### config.mk
export PLATFORM = sky130hd
export DESIGN_NAME = axi_stream_master
export DESIGN_NICKNAME = d
export VERILOG_FILES = /design/src/rtl/axi_stream_master.sv
export SDC_FILE = /design/constraint.sdc
export NUM_CORES = 1
export LEC_CHECK = 0
export BUFFER_PORTS_ARGS = -buffer_cell sky130_fd_sc_hd__buf_2
export CAP_MARGIN = 20
export CORE_UTILIZATION = 30
export CTS_CLUSTER_DIAMETER = 200
export DETAILED_ROUTE_END_ITERATION = 6
export GPL_TIMING_DRIVEN = 0
export PLACE_DENSITY = 0.53
export SETUP_SLACK_MARGIN = 0.2
export SLEW_MARGIN = 20
export SYNTH_ARGS = -nofsm -noshare
export SYNTH_HDL_FRONTEND = slang
export SYNTH_SLANG_ARGS = --single-unit
### constraint.sdc
create_clock -name clk -period 1.9 [get_ports clk]
set_input_delay 0.285 -clock clk [delete_from_list [all_inputs] [get_ports clk]]
set_output_delay 0.285 -clock clk [all_outputs]
set_load 0.1 [all_outputs]
### src/rtl/axi_stream_master.sv
// axi_stream_master: drains a FIFO with one-cycle registered read latency
// into an AXI4-Stream slave at up to one beat per cycle. A 3-entry buffer
// (output register plus 2-entry skid) absorbs reads already in flight, so the
// FIFO read strobe never depends combinationally on tready.
module axi_stream_master #(
  parameter int AXIS_TDATA_WIDTH = 32
) (
  input  logic                          clk,
  input  logic                          resetn,
  output logic                          tvalid,
  input  logic                          tready,
  output logic                          tlast,
  output logic [AXIS_TDATA_WIDTH-1:0]   tdata,
  output logic [AXIS_TDATA_WIDTH/8-1:0] tstrb,
  input  logic                          fifo_empty,
  output logic                          fifo_rden,
  input  logic [AXIS_TDATA_WIDTH-1:0]   fifo_data,
  input  logic                          fifo_tlast,
  output logic                          pkt_done,
  output logic                          busy
);

  localparam int W = AXIS_TDATA_WIDTH;

  // Beats are carried as {tlast, tdata}.
  logic [W:0] in_beat;
  logic [W:0] out_d;
  logic [W:0] skid0;
  logic [W:0] skid1;
  logic [W:0] skid0_d;
  logic [W:0] skid1_d;
  logic [1:0] occ;
  logic [1:0] occ_d;
  logic       inflight;
  logic       pop;
  logic       arrive;

  assign in_beat = {fifo_tlast, fifo_data};
  assign pop     = tvalid & tready;
  assign arrive  = inflight;
  assign occ_d   = occ + {1'b0, arrive} - {1'b0, pop};
  assign tstrb   = '1;
  assign busy    = (occ != 2'd0) || inflight;

  // Only read when every beat already held or in flight still has a slot;
  // this keeps occ + inflight <= 3 and looks only at registered state.
  assign fifo_rden = resetn && !fifo_empty &&
                     (({1'b0, occ} + {2'b00, inflight}) < 3'd3);

  // Route the arriving beat and shift the skid on a pop, keeping FIFO order.
  always_comb begin
    out_d   = {tlast, tdata};
    skid0_d = skid0;
    skid1_d = skid1;
    if (pop) begin
      if (occ > 2'd1) begin
        out_d   = skid0;
        skid0_d = skid1;
        if (arrive) begin
          if (occ == 2'd3) skid1_d = in_beat;
          else             skid0_d = in_beat;
        end
      end else if (arrive) begin
        out_d = in_beat;
      end
    end else if (arrive) begin
      if (occ == 2'd0)      out_d   = in_beat;
      else if (occ == 2'd1) skid0_d = in_beat;
      else                  skid1_d = in_beat;
    end
  end

  // Buffer state, registered stream outputs and the packet-done pulse.
  always_ff @(posedge clk or negedge resetn) begin
    if (!resetn) begin
      occ      <= 2'd0;
      inflight <= 1'b0;
      tvalid   <= 1'b0;
      tlast    <= 1'b0;
      tdata    <= '0;
      skid0    <= '0;
      skid1    <= '0;
      pkt_done <= 1'b0;
    end else begin
      occ      <= occ_d;
      inflight <= fifo_rden;
      tvalid   <= (occ_d != 2'd0);
      tlast    <= out_d[W];
      tdata    <= out_d[W-1:0];
      skid0    <= skid0_d;
      skid1    <= skid1_d;
      pkt_done <= pop & tlast;
    end
  end

endmodule

==> flow_summary.toml <==
[outcome]
outcome = "complete, but fails checks"
violations = "hold timing, setup timing"

[setup_path]
cp-end-kind = "output port"
start_kind = "register"
crit_type = "reg -> out"
cp.required_ns = 1.62
crit_path_max_fanout = 2
cp.arrival_ns = 1.76

[sta]
worst_slack_ns = -0.144
rsz0062_at_grt = "true"
finalHoldWorstSlack_ns = -0.114
fin_setup_tns_ns = -0.144
hold_viol_final = 50
fin_skew_ns = 0.00994
finalMaxSlewViolations = 0
fin_crit_sh_pct = 108
worst_pin_slew_ns = 0.528
slew_headroom_pct = 64.8
fmax_ghz = 0.489
setup_violations = 1
period_minus_slack_ns = 2.04

[final_layout]
mostFrequentLayoutCell = "dfrtp_1"
syn2layout_area_growth_pct = 45.7
diodes = 0
fin_area_mm2 = 0.00704
final.fill_count = 1444
drive_above_1_share_pct = 66.2
ff_latch_area_mm2 = 0.00261
multi_input_area_mm2 = 0.00268
num-nets-final = 508
layout_common_cells = "dfrtp_1, mux2_4, buf_2, mux2i_1, nand2_2"

[detailed_routing]
wirelength_um = 11400
dr.pass1.iters = 4
drc = 0
vias = 3136
wl_per_cell_um = 16.7
initialDrtViolationCount = 151
ant_nets = 0
vias_per_cell = 4.56

[cts]
clk_pin_slew_ns = 0.07
clockRootBuffer = "clkbuf_16"
clockBufferDepth = 2
clock_latency_ns = 0.35
cts_tree = "yes"
h-tree-depth = 3
cts_buffers = 9
cts.sink_count = 104

[die]
fp.dieH_um = 129
die_x_um = 129
rows = 46
start_util_pct = 30.5
pin_count = 78
dieArea_mm2 = 0.0166
core_area_mm2 = 0.0158

[yosys]
synth_edf_count = 0
ys_types = 27
synthFlopType = "dfrtp_1"
async_reset_ff_share_pct = 100
synth-seq-area-share_pct = 53.9
avgSynthCellArea_um2 = 13.8
yosysWarnings = 0
ys_ff_latch = 104
synth_area_mm2 = 0.00483
synthCells = 351

[grt]
track_usage_pct = 14.0
grt.overflow.total = 0
grt_max_degree = 55
grt_pass1_vias = 3286
antenna_found_initial = 0
grt_pass1_wl_um = 17600

[placed_design]
io_buffer_count = 73
gp_congestion = 0.705
place_hpwl_um = 6950
placed_area_mm2 = 0.00573

[worst_hold_path]
min_path_type = "in -> async"

[run]
cap_violations = 0
## cell type report
type / count / share of cell area, %
buffer: 24 / 4.44
clock buffer: 12 / 3.64
clock inverter: 3 / 0.249
inverter: 4 / 0.355
multi-input combinational: 222 / 38.0
sequential: 104 / 37.1
tap: 216 / 3.84
timing repair buffer: 102 / 12.4
## flip-flops by register name, indices dropped and copies added (netlist names)
name      flops
skid0        33
tlast         1
pkt_done      1
occ           2
tvalid        1
arrive        1
skid1        33
tdata        32
## metal layers
layer	vias to the layer above	global-route usage, %	routed length [um]
met1	1605	17.5	5220
met3	11	4.57	531
met5	-	0	0
li1	1459	-	-
met4	0	4.57	146
met2	61	22.7	5550
## critical path, cell delays in order, from the launching register on
cell	delay (ns)
dfrtp_2	0.43
ha_4	0.17
ha_4	0.21
a2111oi_4	0.32
buf_6	0.28
## cell usage after synthesis (3+ instances only)
cell type | instances | area [um2]
dfrtp_1 | 104 | 2600
mux2_2 | 67 | 754
mux2i_1 | 33 | 330
nand2_1 | 33 | 124
o21ai_0 | 33 | 165
mux2_4 | 27 | 405
buf_2 | 8 | 40.0
buf_4 | 7 | 52.6
buf_6 | 7 | 78.8
mux2_1 | 5 | 56.3
ha_1 | 4 | 50.1
inv_1 | 3 | 11.3
## cell families (layout without fill, tap and decap cells)
group                    after synthesis  after routing  share of synthesized area [%]
AO/OA/AOI/OAI                         38             38                           4.76
buffers and inverters                 28            145                           4.12
AND/OR/NAND/NOR                       42             42                           3.78
XOR/XNOR                               2              2                          0.363
adder cells (fa/ha/maj)                4              4                           1.04
other                                  1              4                         0.0776
multiplexers                         132            132                           32.0
flip-flops                           104            104                           53.9
## stage by stage
| stage | hold WS (ns) | utilization [%] | setup WS, ns | instances |
|---|---|---|---|---|
| floorplan | -0.0106 | - | -0.395 | 354 |
| global placement | 0.457 | 36.0 | -1.51 | 643 |
| detailed placement | 0.273 | 36.2 | -0.0762 | 644 |
| CTS | -0.103 | 40.8 | -0.160 | 678 |
| global route | -0.0783 | 44.5 | -0.210 | 687 |
| finish | -0.114 | 44.5 | -0.144 | 687 |
## path summary, 6_finish.rpt
path | to | start | cells past startpoint | slack, ns
worst max-delay path | fifo_rden | occ[0] | 4 | -0.14
worst min-delay path | skid0[8] | resetn | 1 | -0.11
worst max register to register | skid0[14] | occ[0] | 7 | 0.01
worst min register to register | tdata[29] | tdata[29] | 2 | 0.49
max in group asynchronous | tdata[28] | resetn | 2 | 1.37
min in group clk | arrive | fifo_empty | 2 | 0.11
## timing repair
item | CTS | global route
endpoints found under the setup margin | 99 | 101
pin swaps | 4 | 36
gates cloned | 4 | 5
buffers inserted | 15 | 4
endpoints found under the hold margin | 50 | 50
resized for setup | 53 | 150
Power is left out: the tool's default activity adds up to more than one toggle a clock period on the data nets, which glitch-free logic cannot reach.
